## config.mk

```make
export PLATFORM = sky130hd
export DESIGN_NAME = wm_cycle_ctrl
export DESIGN_NICKNAME = d
export VERILOG_FILES = /design/src/rtl/wm_pkg.sv /design/src/rtl/wm_cycle_ctrl_timer.sv /design/src/rtl/wm_cycle_ctrl.sv
export SDC_FILE = /design/constraint.sdc
export NUM_CORES = 1
export LEC_CHECK = 0
export ABC_AREA = 1
export BUFFER_PORTS_ARGS = -buffer_cell sky130_fd_sc_hd__buf_2
export CAP_MARGIN = 20
export CORE_MARGIN = 1.5
export CORE_UTILIZATION = 45
export DETAILED_ROUTE_END_ITERATION = 8
export PLACE_DENSITY = 0.74
export SYNTH_ARGS = -nofsm -noshare
export SYNTH_HDL_FRONTEND = slang
export SYNTH_SLANG_ARGS = --single-unit
```

## constraint.sdc

```tcl
create_clock -name clk -period 2.5 [get_ports clk]
set_input_delay 0.375 -clock clk [delete_from_list [all_inputs] [get_ports clk]]
set_output_delay 0.375 -clock clk [all_outputs]
set_load 0.02 [all_outputs]
```

## src/rtl/wm_pkg.sv

```systemverilog
// Shared state encoding, mode constants and phase-length scaling for the wash cycle controller.
package wm_pkg;

  typedef enum logic [2:0] {
    ST_IDLE  = 3'd0,
    ST_FILL  = 3'd1,
    ST_WASH  = 3'd2,
    ST_DRAIN = 3'd3,
    ST_RINSE = 3'd4,
    ST_SPIN  = 3'd5,
    ST_DONE  = 3'd6
  } wm_state_t;

  localparam logic [1:0] MODE_NORMAL = 2'd0;
  localparam logic [1:0] MODE_QUICK  = 2'd1;
  localparam logic [1:0] MODE_HEAVY  = 2'd2;
  localparam logic [1:0] MODE_RINSE  = 2'd3;

  // Quick halves every phase (never below one cycle); heavy doubles only the wash.
  function automatic int unsigned scale_len(input int unsigned base, input logic [1:0] md,
                                            input logic is_wash);
    int unsigned len;
    len = base;
    if (md == MODE_QUICK) begin
      len = ((base >> 1) == 0) ? 1 : (base >> 1);
    end else if ((md == MODE_HEAVY) && is_wash) begin
      len = base << 1;
    end
    return len;
  endfunction

endpackage

```

## src/rtl/wm_cycle_ctrl_timer.sv

```systemverilog
// Loadable phase down-counter: holds when asked, stops at zero, flags zero.
module wm_phase_timer #(
  parameter int CNT_W = 8
) (
  input  logic             clk,
  input  logic             reset,
  input  logic             i_load,
  input  logic [CNT_W-1:0] i_load_val,
  input  logic             i_hold,
  output logic             o_zero
);

  logic [CNT_W-1:0] r_cnt;

  always_ff @(posedge clk or posedge reset) begin
    if (reset) begin
      r_cnt <= '0;
    end else if (i_load) begin
      r_cnt <= i_load_val;
    end else if (!i_hold && (r_cnt != '0)) begin
      r_cnt <= r_cnt - 1'b1;
    end
  end

  assign o_zero = (r_cnt == '0);

endmodule

```

## src/rtl/wm_cycle_ctrl.sv

```systemverilog
// Programme sequencer: fill, wash, drain, rinse passes, spin, with pause, door interlock and abort.
module wm_cycle_ctrl
  import wm_pkg::*;
#(
  parameter int CNT_W   = 8,
  parameter int FILL_T  = 4,
  parameter int WASH_T  = 10,
  parameter int RINSE_T = 6,
  parameter int DRAIN_T = 3,
  parameter int SPIN_T  = 8,
  parameter int N_RINSE = 1
) (
  input  logic       clk,
  input  logic       reset,
  input  logic       start,
  input  logic [1:0] mode,
  input  logic       pause,
  input  logic       door_open,
  input  logic       abort,
  output logic       fill,
  output logic       wash,
  output logic       rinse,
  output logic       drain,
  output logic       spin,
  output logic       busy,
  output logic       paused,
  output logic       done,
  output logic       aborted,
  output logic [2:0] state
);

  wm_state_t        r_state;
  logic [1:0]       r_mode;
  logic [7:0]       r_ridx;
  logic             r_abt;
  logic             r_paused;

  wm_state_t        w_state_n;
  logic [1:0]       w_mode_n;
  logic [7:0]       w_ridx_n;
  logic [7:0]       w_rcnt;
  logic             w_abt_n;
  logic             w_paused_n;
  logic             w_done_n;
  logic             w_abtd_n;
  logic             w_load;
  int unsigned      w_len;
  logic [CNT_W-1:0] w_load_val;
  logic             w_zero;
  logic             w_phase;
  logic             w_phase_n;
  logic             w_active;

  wm_phase_timer #(.CNT_W(CNT_W)) u_timer (
    .clk        (clk),
    .reset      (reset),
    .i_load     (w_load),
    .i_load_val (w_load_val),
    .i_hold     (!w_active),
    .o_zero     (w_zero)
  );

  assign w_phase    = (r_state != ST_IDLE) && (r_state != ST_DONE);
  assign w_active   = w_phase && !r_paused;
  assign w_rcnt     = 8'(N_RINSE) + ((r_mode == MODE_HEAVY) ? 8'd1 : 8'd0);
  assign w_load_val = CNT_W'(w_len - 1);
  assign state      = r_state;

  always_comb begin
    w_state_n = r_state;
    w_mode_n  = r_mode;
    w_ridx_n  = r_ridx;
    w_abt_n   = r_abt;
    w_done_n  = 1'b0;
    w_abtd_n  = 1'b0;
    w_load    = 1'b0;
    w_len     = 1;
    case (r_state)
      ST_IDLE: begin
        if (start && !door_open) begin
          w_state_n = ST_FILL;
          w_mode_n  = mode;
          w_ridx_n  = (mode == MODE_RINSE) ? 8'd1 : 8'd0;
          w_abt_n   = 1'b0;
          w_load    = 1'b1;
          w_len     = scale_len(FILL_T, mode, 1'b0);
        end
      end
      ST_DONE: begin
        w_state_n = ST_IDLE;
        w_abt_n   = 1'b0;
      end
      ST_FILL, ST_WASH, ST_DRAIN, ST_RINSE, ST_SPIN: begin
        if (abort && !r_abt) begin
          w_state_n = ST_DRAIN;
          w_abt_n   = 1'b1;
          w_load    = 1'b1;
          w_len     = scale_len(DRAIN_T, r_mode, 1'b0);
        end else if (!r_paused && w_zero) begin
          // r_ridx == 0 marks the fill/drain pair around the wash.
          case (r_state)
            ST_FILL: begin
              w_load = 1'b1;
              if (r_ridx == 8'd0) begin
                w_state_n = ST_WASH;
                w_len     = scale_len(WASH_T, r_mode, 1'b1);
              end else begin
                w_state_n = ST_RINSE;
                w_len     = scale_len(RINSE_T, r_mode, 1'b0);
              end
            end
            ST_WASH, ST_RINSE: begin
              w_state_n = ST_DRAIN;
              w_load    = 1'b1;
              w_len     = scale_len(DRAIN_T, r_mode, 1'b0);
            end
            ST_DRAIN: begin
              if (r_abt) begin
                w_state_n = ST_DONE;
                w_abtd_n  = 1'b1;
              end else if (r_ridx < w_rcnt) begin
                w_state_n = ST_FILL;
                w_ridx_n  = r_ridx + 8'd1;
                w_load    = 1'b1;
                w_len     = scale_len(FILL_T, r_mode, 1'b0);
              end else begin
                w_state_n = ST_SPIN;
                w_load    = 1'b1;
                w_len     = scale_len(SPIN_T, r_mode, 1'b0);
              end
            end
            ST_SPIN: begin
              w_state_n = ST_DONE;
              w_done_n  = 1'b1;
            end
            default: ;
          endcase
        end
      end
      default: w_state_n = ST_IDLE;
    endcase
  end

  assign w_phase_n  = (w_state_n != ST_IDLE) && (w_state_n != ST_DONE);
  assign w_paused_n = (pause || door_open) && w_phase_n && !w_abt_n;

  always_ff @(posedge clk or posedge reset) begin
    if (reset) begin
      r_state  <= ST_IDLE;
      r_mode   <= '0;
      r_ridx   <= '0;
      r_abt    <= 1'b0;
      r_paused <= 1'b0;
      fill     <= 1'b0;
      wash     <= 1'b0;
      rinse    <= 1'b0;
      drain    <= 1'b0;
      spin     <= 1'b0;
      busy     <= 1'b0;
      paused   <= 1'b0;
      done     <= 1'b0;
      aborted  <= 1'b0;
    end else begin
      r_state  <= w_state_n;
      r_mode   <= w_mode_n;
      r_ridx   <= w_ridx_n;
      r_abt    <= w_abt_n;
      r_paused <= w_paused_n;
      fill     <= (w_state_n == ST_FILL)  && !w_paused_n;
      wash     <= (w_state_n == ST_WASH)  && !w_paused_n;
      rinse    <= (w_state_n == ST_RINSE) && !w_paused_n;
      drain    <= (w_state_n == ST_DRAIN) && !w_paused_n;
      spin     <= (w_state_n == ST_SPIN)  && !w_paused_n;
      busy     <= (w_state_n != ST_IDLE);
      paused   <= w_paused_n;
      done     <= w_done_n;
      aborted  <= w_abtd_n;
    end
  end

endmodule

```

======== Word level (Yosys, flattened, before mapping) ========
Cells that the tools add are included.
storage, ports and cells
  flip-flop bits (word level) ............. 31
  latch bits .............................. 0
  memory bits (writable) .................. 0
  bits in read-only memories .............. 0
  bits of input ports ..................... 8
  output and inout bits ................... 12
  logic and storage cells ................. 127
  memories kept ........................... 0
cells by class
  add/sub/neg operators ................... 4
  $mul .................................... 0
  divide/modulo/power cells ............... 0
  $lt $le $gt $ge ......................... 1
  eq/ne operators ......................... 23
  shifts and indexed selects .............. 0
  muxes and demuxes ....................... 52
  bitwise gates (word level) .............. 0
  reductions and logical operators ........ 33
operators with widths
  kind                                              number
  two-way mux 8 bit                                 11
  one-hot mux 8 bit (2 select lines)                2
  two-way mux 3 bit                                 10
  one-hot mux 8 bit (3 select lines)                1
  two-way mux 1 bit                                 17
  logical NOT 8 bit                                 2
  subtractor 8 x 1 -> 8 bit, second input constant  2
  == test 3 bit, second input constant              5
  two-way mux 5 bit                                 3
  logical AND 1 bit                                 14
  == test 3 x 2 -> 1 bit, second input constant     4
  != test 2 bit, second input constant              6
  one-hot mux 3 bit (4 select lines)                1
  adder 8 x 1 -> 8 bit, second input constant       1
  < comparator 8 x 2 -> 1 bit                       1
  two-way mux 4 bit                                 2
  nonzero test 8 bit                                1
  AND reduction 7 bit                               1
  == test 3 x 1 -> 1 bit, second input constant     2
  != test 3 bit, second input constant              2
  one-hot mux 3 bit (2 select lines)                1
  nonzero test 3 bit                                2
  logical NOT 1 bit                                 5
  OR reduction 5 bit                                1
  other kinds (12)                                  16

======== Logic depth before layout (Yosys ltp) ========
  depth in word-level cells ............... 16
  depth in mapped cells ................... 24
  gate-level depth less buffers ........... 24

======== By module ========
Synthesis repeated with hierarchy kept, for this count alone.
unflattened totals
  cell total of the unflattened synthesis .. 299
  area, all modules ....................... 2173.3 um^2
by module, submodules not included
  module          times used  cells each  area an instance (um^2)  seq. area each (um^2)
  wm_cycle_ctrl   1           209         1567.8                   575.6
  wm_phase_timer  1           90          605.6                    200.2

======== Worst setup path after synthesis ========
Ideal clock, no wire load.
  path type ............................... reg2reg
  start ................................... register r_mode[0]
  end ..................................... register u_timer.r_cnt[6]
  library setup time ...................... 0.123 ns
  data arrival time ....................... 2.386 ns
  required time ........................... 2.377 ns
  slack ................................... -0.009 ns
  stages on the path, launching flop included .. 23
  path buffers ............................ 0
  clock period less this slack ............ 2.509 ns
  cell sequence ........................... dfrtp_1 > inv_1 > ha_1 > inv_1 > ha_1 > o21ai_0 > nand2_1 > nor2_1 > ha_1 > nand2_1 > nor2_1 > a21oi_1 > nand2_1 > nand2_1 > nand2_1 > nand2_1 > nand2_1 > nor2_4 > ha_1 > inv_1 > nor2_1 > nand3_1 > xor2_1
between the ends
  longest elaborated chain between the ends .. 12
  elaborated cells on any way between the ends .. 20
  classes of those cells .................. add/sub (2); order compare (1); eq/ne (2); mux (15)
RTL lines
  item                                    RTL line                   source
  start: declaration                      wm_cycle_ctrl.sv:33        logic [1:0] r_mode;
  start signal: assignment                wm_cycle_ctrl.sv:165       r_mode <= w_mode_n;
  == test 2 bit                           -
  two-way mux 1 bit                       wm_cycle_ctrl.sv:65        assign w_rcnt = 8'(N_RINSE) + ((r_mode == MODE_HEAVY) ? 8'd1 : 8'd0);
  adder 1 x 1 -> 2 bit                    wm_cycle_ctrl.sv:65
  < comparator 8 x 2 -> 1 bit             wm_cycle_ctrl.sv:121       end else if (r_ridx < w_rcnt) begin
  two-way mux 4 bit                       wm_cycle_ctrl.sv:121
  two-way mux 8 bit                       wm_cycle_ctrl.sv:118       if (r_abt) begin
  one-hot mux 8 bit (3 select lines)      wm_cycle_ctrl.sv:101       case (r_state)
  two-way mux 8 bit                       wm_cycle_ctrl.sv:99        end else if (!r_paused && w_zero) begin
  two-way mux 8 bit (*)                   wm_cycle_ctrl.sv:94        if (abort && !r_abt) begin
  one-hot mux 8 bit (2 select lines) (*)  wm_cycle_ctrl.sv:78        case (r_state)
  subtractor 8 x 1 -> 8 bit (*)           wm_cycle_ctrl.sv:66        assign w_load_val = CNT_W'(w_len - 1);
  two-way mux 8 bit (*)                   wm_cycle_ctrl_timer.sv:18  end else if (i_load) begin
  end signal: assignment                  wm_cycle_ctrl_timer.sv:19  r_cnt <= i_load_val;
  end signal: assignment                  wm_cycle_ctrl_timer.sv:21  r_cnt <= r_cnt - 1'b1;
  end: declaration                        wm_cycle_ctrl_timer.sv:13  logic [CNT_W-1:0] r_cnt;
Every way passes the cells marked *; elsewhere a longest branch is shown, timed or not.
A chain may end at the register's enable or synchronous reset.

======== Final worst setup path ========
  start ................................... register r_mode[0]
  end ..................................... register u_timer.r_cnt[4]
The elaborated chain is that of the path after synthesis.

==> implementation parameters <==
Parameter                              Value

Placed design
  Worst slack at placement ... -0.149 ns
  Placed wire-length estimate after detailed placement ... 3.31 mm
  Routability cong. ... 0.876
  Number of I/O port buffers ... 19

Synthesis
  Most instantiated flip-flop cell in the synthesis netlist ... sky130_fd_sc_hd__dfrtp_1
  Synthesized Nets ... 299
  Most frequent cells after synthesis ... sky130_fd_sc_hd__nand2_1, sky130_fd_sc_hd__inv_1, sky130_fd_sc_hd__dfrtp_1
  Warnings from Yosys ... 0
  Distinct cell type count after synthesis ... 26
  Netlist Area Pre-Place ... 0.00203 sq mm
  Average cell area after synthesis ... 7.18 sq um
  Synthesized instance count ... 282
  Fraction of synthesized cell area taken by the top area cell type ... 38.3%
  Number of enable-type register cells in the synthesized netlist ... 0
  Cell taking the most area after synthesis ... sky130_fd_sc_hd__dfrtp_1
  Sequential element share of the synthesized area ... 38.3%
  Most common cell in the synthesized netlist ... sky130_fd_sc_hd__nand2_1
  Synth top area cells ... sky130_fd_sc_hd__dfrtp_1, sky130_fd_sc_hd__nand2_1, sky130_fd_sc_hd__inv_1
  Flip-flop and latch count after synthesis ... 31
  Fraction of synthesis flops using an asynchronous set or reset pin ... 100%

Power
  Pleak ... 1.29 nW
  Worst voltage drop across the vdd grid ... 0.734 mV
  Pwr Density ... 1430 mW/mm^2

Finish
  Fillers ... 394
  Share of final-layout standard cells stronger than drive strength 1 ... 26.1%
  N_diodes ... 0
  # nets final ... 332
  Area overhead of the layout relative to synthesis ... 18.5%

GRT
  Maximum number of pins on one net before global-route repair ... 17
  Total congestion overflow ... 0
  Overall global routing resource usage ... 20.2%
  Initial antenna violation count ... 0
  Vias in the first global route ... 1,813
  Wire length of the first global-routing pass ... 7.91 mm

Detailed routing
  Drt total wl ... 4.46 mm
  Vias per cell ... 5.05
  Avg WL per Cell ... 12.2 microns
  DRC violations left ... 0
  Vias ... 1,850
  Residual antenna-violating net count after detailed routing ... 0
  Initial drt markers ... 88
  DRT Pass-1 Iters ... 4

Worst setup path
  Max stage delay on crit path ... 0.39 ns
  CP max-delay cell ... sky130_fd_sc_hd__dfrtp_1
  Most common cell type on the critical path ... sky130_fd_sc_hd__nand2_1
  Peak fanout along the critical path ... 4
  Arr. time, crit path ... 2.76 ns
  List of cells traversed by the critical path ... inv_2, ha_4, inv_4, ha_4, o21ai_2, nand2_1, nor2_2, ha_2, nand2_1, nor2_1, a21oi_1, nand2_1, nand2_1, nand2_1, nand2_1, nand2_2, nor2_4, ha_4, inv_4, nor2_4, nand2_1, nand2_1, nand3_1, o21ai_1
  Reg2reg path depth ... 24
  Worst EP required ... 2.71 ns
  Startpoint type of the worst setup path ... flip-flop
  Critical Path Sink Type ... flip-flop
  Kind of critical path ... flip-flop to flip-flop

Clocking
  Count of H-tree levels built during CTS ... 2
  Clock input transition at the sequential cells of the worst setup and hold paths ... 0.06 ns
  Insertion delay to the later sink of the worst-skew pair ... 0.28 ns
  TritonCTS clock tree ... done
  Num Clock Sinks ... 31
  Library cell used as clock root buffer ... sky130_fd_sc_hd__clkbuf_8
  Number of clock buffers inserted by TritonCTS ... 5
  Clock Path Buffers ... 2

Die
  IO Pins ... 20
  Placeable core region ... 0.00435 sq mm
  Effective utilization at floorplan ... 46.5%
  Number of placement rows ... 24
  Die Span X ... 70.1 microns
  DIE AREA ... 0.00491 sq mm
  Vertical extent of the die ... 70.1 microns

Timing
  Min Tclk post-route ... 2.55 ns
  Final number of hold-violating endpoints ... 0
  Setup repair after global routing missed its margin ... true
  Setup Viol. Count Final ... 3
  Hold slack final ... 0.129 ns
  Max frequency ... 393 MHz
  Worst setup skew after layout ... 0.00578 ns
  Slew Limit Fails ... 0
  Sum Neg Setup Slack ... -0.100 ns
  Tightest slew margin relative to the limit ... 62.8%
  Ratio of final minimum period to clock period ... 102%
  Worst Max-Slew Pin Slew ... 0.558 ns
  Least setup slack across all paths after layout ... -0.0465 ns

Job
  Count of maximum capacitance violations ... 0

Worst hold path
  Worst hold-check path type ... input pin to asynchronous set/reset pin

Outcome
  Run status ... finished with violations
  Failing checks ... negative setup slack
## logic make-up after synthesis
| family | count (synthesis) | share of synthesized area [%] |
|---|---|---|
| xor gates and xnor gates | 2 | 0.865 |
| and+or+nand+nor | 152 | 35.8 |
| adders and majority gates | 9 | 5.56 |
| DFF | 31 | 38.3 |
| buffers and inverters | 58 | 11.3 |
| AOI/OAI and AO/OA | 30 | 8.15 |
## worst max-delay path, delay by kind of cell, from the launching register on
family          cells  cell delay [ns]
buf+inv             3             0.15
compound gates      3             0.22
simple gates       14             0.97
fa+ha+maj           4             0.73
flops               1             0.39
## path summary, 6_finish.rpt
path	startpoint	endpoint	slack (ns)
min in group clk	mode[1]	r_mode[1]	0.33
setup reg to reg	r_mode[0]	u_timer.r_cnt[4]	-0.05
max in group asynchronous	reset	u_timer.r_cnt[6]	1.75
setup / recovery	r_mode[0]	u_timer.r_cnt[4]	-0.05
hold / removal	reset	drain	0.13
hold reg to reg	r_ridx[6]	r_ridx[6]	0.49
## metal layers
| metal | up-vias | global-route usage, % | wire, microns |
|---|---|---|---|
| met5 | - | 0 | 0 |
| met4 | 0 | 7.05 | 72 |
| met3 | 7 | 4.76 | 251 |
| met2 | 47 | 34.0 | 2130 |
| met1 | 851 | 25.6 | 2000 |
| li1 | 945 | - | - |
## through the flow
stage / util [%] / power [mW] / cells / cell area (sq um)
after floorplan: - / 2.29 / 282 / 2030
after global placement: 50.9 / 2.70 / 357 / 2210
after detailed placement: 50.9 / 2.74 / 357 / 2210
after CTS: 54.7 / 3.35 / 366 / 2380
after global routing: 55.1 / 3.77 / 366 / 2400
final: 55.1 / 3.43 / 366 / 2400
## power breakdown
part	switching [mW]	internal (mW)
clock network	0.173	0.185
logic	1.42	0.811
registers	0.148	0.694
## cells in the final DEF, fill, tap and decap left out, types with 3 or more instances in the layout
cell type                   n
sky130_fd_sc_hd__nand4_1    9
sky130_fd_sc_hd__a21oi_1    7
sky130_fd_sc_hd__dfrtp_1   31
sky130_fd_sc_hd__nand2_1   66
sky130_fd_sc_hd__ha_4       4
sky130_fd_sc_hd__inv_1     42
sky130_fd_sc_hd__buf_2     19
sky130_fd_sc_hd__nand2_2    6
sky130_fd_sc_hd__o21ai_1    4
sky130_fd_sc_hd__o21ai_0   12
sky130_fd_sc_hd__nor2_4     3
sky130_fd_sc_hd__buf_4      9
sky130_fd_sc_hd__nor2_2     7
sky130_fd_sc_hd__clkbuf_8   5
sky130_fd_sc_hd__inv_2     12
sky130_fd_sc_hd__ha_1       4
sky130_fd_sc_hd__nor3_1     3
sky130_fd_sc_hd__nand2_4    6
sky130_fd_sc_hd__nor2_1    28
sky130_fd_sc_hd__nand3_1   20
## what timing repair did
action                     CTS  global route
buffers inserted             3             0
pin swaps                   20            11
hold buffers                 0             0
setup endpoints to repair    7             7
resized for setup           18             6
## sequential cells by signal, indices dropped and copies added, names as in the netlist, 2 cells and up
name,flops
u_timer.r_cnt,8
r_ridx,8
state,3
r_mode,2
## cell type report
class / count / area (sq um) / share of cell area (%)
flip-flops and latches: 31 / 776 / 32.3
clock buffers: 6 / 72.6 / 3.02
multi-input cells: 193 / 1110 / 46.2
inverters: 56 / 215 / 8.97
well taps: 52 / 65.1 / 2.71
repair buffers: 28 / 163 / 6.78
No activity file was read; power rests on OpenSTA's default activity.
